**src/rtl/fp_matrix_stream_out.sv**
```systemverilog
// fp_matrix_stream_out: snapshots a completed MxP single-precision result matrix
// and streams it row-major, one element per valid/ready beat, tagged with
// row/col indices and a last-element marker.
// Optional build macro FP_EXC_FLAG_EN adds NaN/Inf classification (out_exc)
// and a per-matrix sticky OR of that classification (exc_sticky).
module fp_matrix_stream_out #(
    parameter int M = 2,
    parameter int P = 2,
    parameter int W = 32,
    localparam int RW = (M > 1) ? $clog2(M) : 1,
    localparam int CW = (P > 1) ? $clog2(P) : 1
) (
    input  logic                  clk,
    input  logic                  reset_n,
    input  logic                  load_valid,
    output logic                  load_ready,
    input  logic [0:M*P-1][W-1:0] c_in,
    output logic                  out_valid,
    input  logic                  out_ready,
    output logic [W-1:0]          out_data,
    output logic [RW-1:0]         out_row,
    output logic [CW-1:0]         out_col,
    output logic                  out_last,
`ifdef FP_EXC_FLAG_EN
    output logic [1:0]            out_exc,
    output logic [1:0]            exc_sticky,
`endif
    output logic                  busy
);

    localparam int N  = M * P;
    localparam int IW = (N > 1) ? $clog2(N) : 1;

    typedef enum logic {
        IDLE   = 1'b0,
        STREAM = 1'b1
    } state_t;

    state_t          state_q, state_d;
    logic [W-1:0]    buf_q [N];
    logic [W-1:0]    buf_d [N];
    logic [RW-1:0]   row_q, row_d;
    logic [CW-1:0]   col_q, col_d;
    logic [IW-1:0]   idx_q, idx_d;

    logic load_fire;
    logic beat_fire;
    logic last_fire;

    // Output stream view of the current buffered element; data is forced to 0
    // when nothing is being presented so idle and reset outputs read as zero.
    assign out_valid  = (state_q == STREAM);
    assign busy       = (state_q == STREAM);
    assign out_row    = row_q;
    assign out_col    = col_q;
    assign out_data   = out_valid ? buf_q[idx_q] : '0;
    assign out_last   = out_valid && (row_q == RW'(M - 1)) && (col_q == CW'(P - 1));
    assign beat_fire  = out_valid && out_ready;
    assign last_fire  = beat_fire && out_last;
    assign load_ready = (state_q == IDLE) || last_fire;
    assign load_fire  = load_valid && load_ready;

`ifdef FP_EXC_FLAG_EN
    logic [1:0] exc_sticky_q, exc_sticky_d;
    logic [7:0] exp_f;
    logic       mant_nz;

    assign exp_f      = out_data[W-2 -: 8];
    assign mant_nz    = |out_data[W-10:0];
    assign out_exc    = out_valid ? {(&exp_f) && mant_nz, (&exp_f) && !mant_nz} : 2'b00;
    assign exc_sticky = exc_sticky_q;
`endif

    // Next-state: snapshot on load fire (takes priority so a load coinciding with
    // the last beat restarts at (0,0) without a bubble), otherwise advance on beats.
    always_comb begin
        state_d = state_q;
        row_d   = row_q;
        col_d   = col_q;
        idx_d   = idx_q;
        for (int i = 0; i < N; i++) begin
            buf_d[i] = buf_q[i];
        end
`ifdef FP_EXC_FLAG_EN
        exc_sticky_d = exc_sticky_q;
        if (beat_fire) begin
            exc_sticky_d = exc_sticky_q | out_exc;
        end
        if (load_fire) begin
            exc_sticky_d = 2'b00;
        end
`endif
        if (load_fire) begin
            state_d = STREAM;
            row_d   = '0;
            col_d   = '0;
            idx_d   = '0;
            for (int i = 0; i < N; i++) begin
                buf_d[i] = c_in[i];
            end
        end else if (last_fire) begin
            state_d = IDLE;
            row_d   = '0;
            col_d   = '0;
            idx_d   = '0;
        end else if (beat_fire) begin
            idx_d = idx_q + 1'b1;
            if (col_q == CW'(P - 1)) begin
                col_d = '0;
                row_d = row_q + 1'b1;
            end else begin
                col_d = col_q + 1'b1;
            end
        end
    end

    // State, index and snapshot registers; async reset discards any buffered matrix.
    always_ff @(posedge clk or negedge reset_n) begin
        if (!reset_n) begin
            state_q <= IDLE;
            row_q   <= '0;
            col_q   <= '0;
            idx_q   <= '0;
            for (int i = 0; i < N; i++) begin
                buf_q[i] <= '0;
            end
`ifdef FP_EXC_FLAG_EN
            exc_sticky_q <= 2'b00;
`endif
        end else begin
            state_q <= state_d;
            row_q   <= row_d;
            col_q   <= col_d;
            idx_q   <= idx_d;
            for (int i = 0; i < N; i++) begin
                buf_q[i] <= buf_d[i];
            end
`ifdef FP_EXC_FLAG_EN
            exc_sticky_q <= exc_sticky_d;
`endif
        end
    end

endmodule

```
**config.mk**
```make
export PLATFORM = sky130hd
export DESIGN_NAME = fp_matrix_stream_out
export DESIGN_NICKNAME = d
export VERILOG_FILES = /design/src/rtl/fp_matrix_stream_out.sv
export SDC_FILE = /design/constraint.sdc
export NUM_CORES = 1
export LEC_CHECK = 0
export CORE_ASPECT_RATIO = 0.5
export CORE_MARGIN = 1.5
export CORE_UTILIZATION = 44
export DETAILED_ROUTE_END_ITERATION = 8
export HOLD_SLACK_MARGIN = 0.03
export PLACE_DENSITY = 0.72
export SYNTH_ARGS = -nofsm -noshare
export SYNTH_HDL_FRONTEND = slang
export SYNTH_SLANG_ARGS = --single-unit
```
**constraint.sdc**
```tcl
create_clock -name clk -period 1.8 [get_ports clk]
set_clock_uncertainty 0.2 [all_clocks]
set_input_delay 0.27 -clock clk [delete_from_list [all_inputs] [get_ports clk]]
set_output_delay 0.27 -clock clk [all_outputs]
set_load 0.01 [all_outputs]
```
==> run metrics, run 1 <==
syn_nets just over 500; status complete, but fails checks; violated checks negative setup slack; commonest non-fill, non-tap cell in the layout dfrtp_1; layout cell share with drive strength beyond 1 0.553; GR Overflow Total 0; CTS clk-pin slew, worst paths about 0.06 ns; WS Path Type register to output pin; Initial Util 0.451; final setup margin -0.542 ns; worst skew pair latency about 0.40 ns; Detail Placement HPWL between 10 and 15 mm; Root Driver clkbuf_16; crit path launch idx_q[0]; Unique masters post-synth 28; largest net degree at the start of global routing 44; Die ar. around 16,000 µm²; crit path to out_data[18]; #FFs+latches synth between 100 and 150; relative slew slack 0.685; Worst EP arrival between 1.5 and 2 ns; DP Cell Count 792; final wirelength 16.4 mm; depth of the CTS H-tree 4; Post-DRT Antenna Nets 0; CTS tree yes; # port buffers ~170; io pins 170; Vert. Die Dim roughly 89 µm; HP Class input port to asynchronous set/reset pin; syn_area_per_cell approximately 17 µm²; Netlist Area Pre-Place 6540 µm²; post-synthesis instance total ~370; detailed router's first-iteration violation count 150; Sink Count around 130; worst slack at placement -0.464 ns; CTS Buf Count 17; fin crit share 1.30; highest clock rate ~430 MHz; DRC 0; RSZ-0062 raised after global routing true; PwrDens between 1500 and 2000 nW/µm²; Die Span X about 180 µm; Final Hold Fails 0; Final Non-Filler Cells roughly 860; reg-to-reg endpoint buf_q[94]; worst slew pin tran ~0.47 ns; routed vias/inst a little under 5; crit path max fanout 7; most frequent cells in the layout 130 x dfrtp_1, 129 x clkdlybuf4s50_1, 125 x mux2_4; Core ar. 14,500 µm²; Area Growth Syn to Fin 57.0%; via count between 4,000 and 5,000; first-pass GRT wire length between 20 and 30 mm; Static Leak between 4 and 5 nW; placer congestion estimate roughly 0.77; reg2reg start busy; fin nets between 700 and 800; setup violators final 33; First-pass DRT Iterations 4; vias in the first global route 4,555; Rows 31; gr usage total 0.217; Final min period between 2 and 2.5 ns; CP Capture Type output pin; Setup crit start kind register; routed len/inst approximately 19 µm; Max IR drop VDD between 0.8 and 0.9 mV; fin. max-slew vios 0; Seq/Total Area, Yosys 0.509; fin util 0.708; clk buf depth 2; max-cap violations 0; YS warnings 0; antenna cells 0; Req. time, crit path around 1.3 ns; R2R setup slack ~0.010 ns; R2R cell count 6; overall power approximately 19 mW; initial antenna violation count 0
final cells by class:
| class | instances | area [µm²] |
|---|---|---|
| Clock buffer | 19 | 443 |
| Clock inverter | 12 | 203 |
| Fill cell | 976 | 4230 |
| Inverter | 1 | 3.75 |
| Multi-Input combinational cell | 213 | 3040 |
| Sequential cell | 133 | 3330 |
| Tap cell | 198 | 248 |
| Timing Repair Buffer | 279 | 3010 |
metal layers:
layer  GRT usage  wire length [µm]  vias up
met1       0.300              7730     2171
li1            -                 -     1908
met3      0.0421               555       12
met5           0                 0        -
met4      0.0583               186        0
met2       0.356              7920       94
power by group:
part,internal (mW),total [mW],switching [mW]
clock,2.50,3.82,1.33
combinational,7.01,10.1,3.09
sequential,4.53,5.38,0.853
total,14.0,19.3,5.27
cells in the mapped netlist (all sizes together):
cell	count	area [µm²]
nand2b	2	12.5
o31ai	1	7.51
a41oi	1	8.76
and2	32	200
mux4	32	721
xnor2	1	8.76
xor2	1	8.76
mux2	128	1820
or3b	1	8.76
inv	1	3.75
nor3b	2	15.0
dfrtp	133	3330
buf	23	314
nand3	1	10.0
clkbuf	4	15.0
nand2	5	18.8
a21oi	2	21.3
a21o	1	7.51
o21ai	1	5.00
a31oi	1	6.26
and3	1	6.26
worst min path at each step:
| stage | start | endpoint | slack (ns) |
|---|---|---|---|
| 4_1_cts | reset_n | buf_q[24] | 0.17 |
| 2_1_floorplan | reset_n | buf_q[0] | -0.23 |
| 5_1_grt | reset_n | buf_q[88] | 0.19 |
| 3_5_place_dp | reset_n | buf_q[24] | 0.04 |
| 6_report | reset_n | buf_q[88] | 0.18 |
| 3_3_place_gp | reset_n | buf_q[88] | 0.04 |
metrics by stage:
stage	TNS, ns	area, µm²	hold WS [ns]
after floorplan	-0.796	6540	-0.226
after global placement	-57.73	8920	0.0358
after detailed placement	-60.18	8920	0.0359
after CTS	-27.36	10300	0.169
after global routing	-19.20	10300	0.188
final	-15.99	10300	0.178
state kept, by name (all words and copies together), names as in the netlist:
register and cells:
buf_q 128, out_row 1, busy 1, out_col 1, idx_q 2
kinds of logic (layout without fill, tap and decap cells):
family | count (synthesis) | count (layout) | share of synthesized area
AO/OA/AOI/OAI | 7 | 7 | 0.00861
flip-flops | 133 | 133 | 0.509
XOR/XNOR | 2 | 2 | 0.00268
AND/OR/NAND/NOR | 44 | 44 | 0.0415
buffers and inverters | 28 | 311 | 0.0509
multiplexers | 160 | 160 | 0.388
repair_timing:
item / in CTS / in global routing
gates cloned: 10 / 2
hold buffers: 1 / 0
pin swaps: 34 / 3
hold endpoints to repair: 133 / 0
setup endpoints to repair: 57 / 163
buffers inserted: 26 / 1
gates resized for setup: 257 / 21
critical path: stages, from the launching register on:
cell and delay (ns):
dfrtp_2 0.42, buf_12 0.14, buf_12 0.13, mux4_2 0.51, and2_4 0.16, buf_6 0.11
Power figures use the tool's default switching activity.
==> inputs of run 2 (changes only) <==
- CORE_MARGIN: 1.5 -> 3
- GPL_ROUTABILITY_DRIVEN: default -> 0
==> run 2 against run 1 <==
  * The run still ends with negative setup slack left
  * Register-to-register slack got worse by 0.16 ns
  * Power down 4.4%
  * Sequential cell count is the same
  * Worst setup slack worse by 0.095 ns
  * Clock power down 16%
  * Critical path type unchanged
  * Largest power group unchanged
==> run metrics, run 2 (synthesis results as in run 1) <==
worst skew pair latency roughly 0.4 ns; Rows 30; layout cell share with drive strength beyond 1 0.537; io pins 170; most frequent cells in the layout 130 x dfrtp_1, 130 x clkdlybuf4s50_1, 117 x mux2_4; GR Overflow Total 0; status complete, but fails checks; CTS clk-pin slew, worst paths around 0.06 ns; routed vias/inst 4.88; Detail Placement HPWL between 10 and 15 mm; antenna cells 0; gr usage total 0.194; Final Hold Fails 0; initial antenna violation count 0; Final Non-Filler Cells around 850; PwrDens ~1800 nW/µm²; CTS Buf Count 17; highest clock rate around 400 MHz; max-cap violations 0; first-pass GRT wire length 24.5 mm; Largest regs buf_q: 128 flops, idx_q: 2 flops; clk buf depth 2; Biggest register buf_q; Post-DRT Antenna Nets 0; CP Capture Type output pin; Top Metal Used met4; R2R cell count 8; DRC 0; worst slew pin tran 0.355 ns; CTS tree yes; reg2reg start busy; Max IR drop VDD between 0.8 and 0.9 mV; final wirelength approximately 16 mm; largest net degree at the start of global routing 39; Root Driver clkbuf_16; R2R setup slack -0.15 ns; detailed router's first-iteration violation count 176; Worst EP arrival 1.97 ns; DP Cell Count 785; metal1 wirelength 7.35 mm; DR WL met3 slightly above 700 µm; First-pass DRT Iterations 5; violated checks negative setup slack; Final min period between 2 and 2.5 ns; routed len/inst roughly 19 µm; fill count 924; # port buffers roughly 170; Req. time, crit path 1.33 ns; via count 4,130; relative slew slack 0.763; Initial Util 0.466; Die Span X between 150 and 200 µm; vias in the first global route about 4,600; fin util 0.718; fin. max-slew vios 0; fin nets 775; Static Leak between 4 and 5 nW; Setup crit start kind register; fin crit share 1.35; depth of the CTS H-tree 4; WS Path Type register to output pin; Vert. Die Dim slightly above 90 µm; Core ar. between 10,000 and 15,000 µm²; HP Class input port to asynchronous set/reset pin; Area Growth Syn to Fin 54.1%; reg-to-reg endpoint buf_q[108]; setup violators final 160; max reg flops 128; Sink Count 133; Met2 Wirelength between 7 and 8 mm; Die ar. 16,500 µm²; crit path max fanout 7; RSZ-0062 raised after global routing true; final setup margin -0.637 ns
run 2: cell types whose count changed in the layout (fill, tap and decap cells not counted), moves of 5 or more:
| cell | delta |
|---|---|
| mux2_2 | +8 |
| mux2_4 | -8 |
| dlygate4sd2_1 | +5 |
| buf_8 | -7 |
| buf_6 | -8 |
| clkinv_2 | +5 |
| buf_12 | +7 |
run 2: power breakdown:
| group | leakage [nW] | internal (mW) | switching [mW] |
|---|---|---|---|
| Sequential | 1.58 | 4.53 | 0.893 |
| Combinational | 2.64 | 6.85 | 2.99 |
| Clock | 0.260 | 1.90 | 1.29 |
| Total | 4.48 | 13.3 | 5.17 |
run 2: routing by layer:
layer  global-route usage  vias to the layer above
met5                    0                        -
met4               0.0486                        0
met3               0.0471                       17
met2                0.314                       85
met1                0.264                     2124
li1                     -                     1904
run 2: worst max path at each step:
stage / slack (ns) / to / cells after the start / startpoint
global route: -0.69 / out_data[0] / 6 / idx_q[0]
floorplan: -0.04 / out_data[0] / 4 / idx_q[0]
detailed placement: -0.45 / out_data[5] / 4 / idx_q[0]
CTS: -0.71 / out_data[2] / 7 / idx_q[0]
global placement: -0.43 / out_data[30] / 4 / idx_q[0]
finish: -0.64 / out_data[4] / 6 / idx_q[0]
run 2: area by class of cell:
cell class | instances | area (µm²) | share of cell area
clock inverter | 11 | 87.6 | 0.00869
multi-input combinational | 213 | 3010 | 0.299
inverter | 1 | 3.75 | 0.000372
timing repair buffer | 277 | 2960 | 0.294
clock buffer | 19 | 443 | 0.0439
sequential | 133 | 3330 | 0.331
tap | 192 | 240 | 0.0238
run 2: per-stage QoR:
step / hold slack [ns] / worst slack, ns / cell area (µm²) / power (mW) / TNS (ns)
4_1_cts: 0.128 / -0.712 / 9760 / 17.8 / -33.55
5_1_grt: 0.164 / -0.688 / 10100 / 19.4 / -38.21
6_report: 0.141 / -0.637 / 10100 / 18.5 / -30.54
2_1_floorplan: -0.226 / -0.0386 / 6540 / 10.4 / -0.796
3_5_place_dp: -0.00871 / -0.452 / 8970 / 14.0 / -56.65
3_3_place_gp: -0.00844 / -0.425 / 8970 / 13.9 / -54.46
run 2: worst max-delay path: stages (launching register included):
cell and delay, ns:
dfrtp_2 0.43, buf_12 0.14, buf_12 0.13, buf_4 0.14, mux4_2 0.40, and2_1 0.18, buf_2 0.14
run 2: what timing repair did:
action / CTS / global route
buffers inserted: 13 / 13
pin swaps: 16 / 12
gates resized for setup: 148 / 77
gates cloned: 4 / 5
setup endpoints to repair: 56 / 165
hold endpoints to repair: 133 / 0
hold buffers: 1 / 0
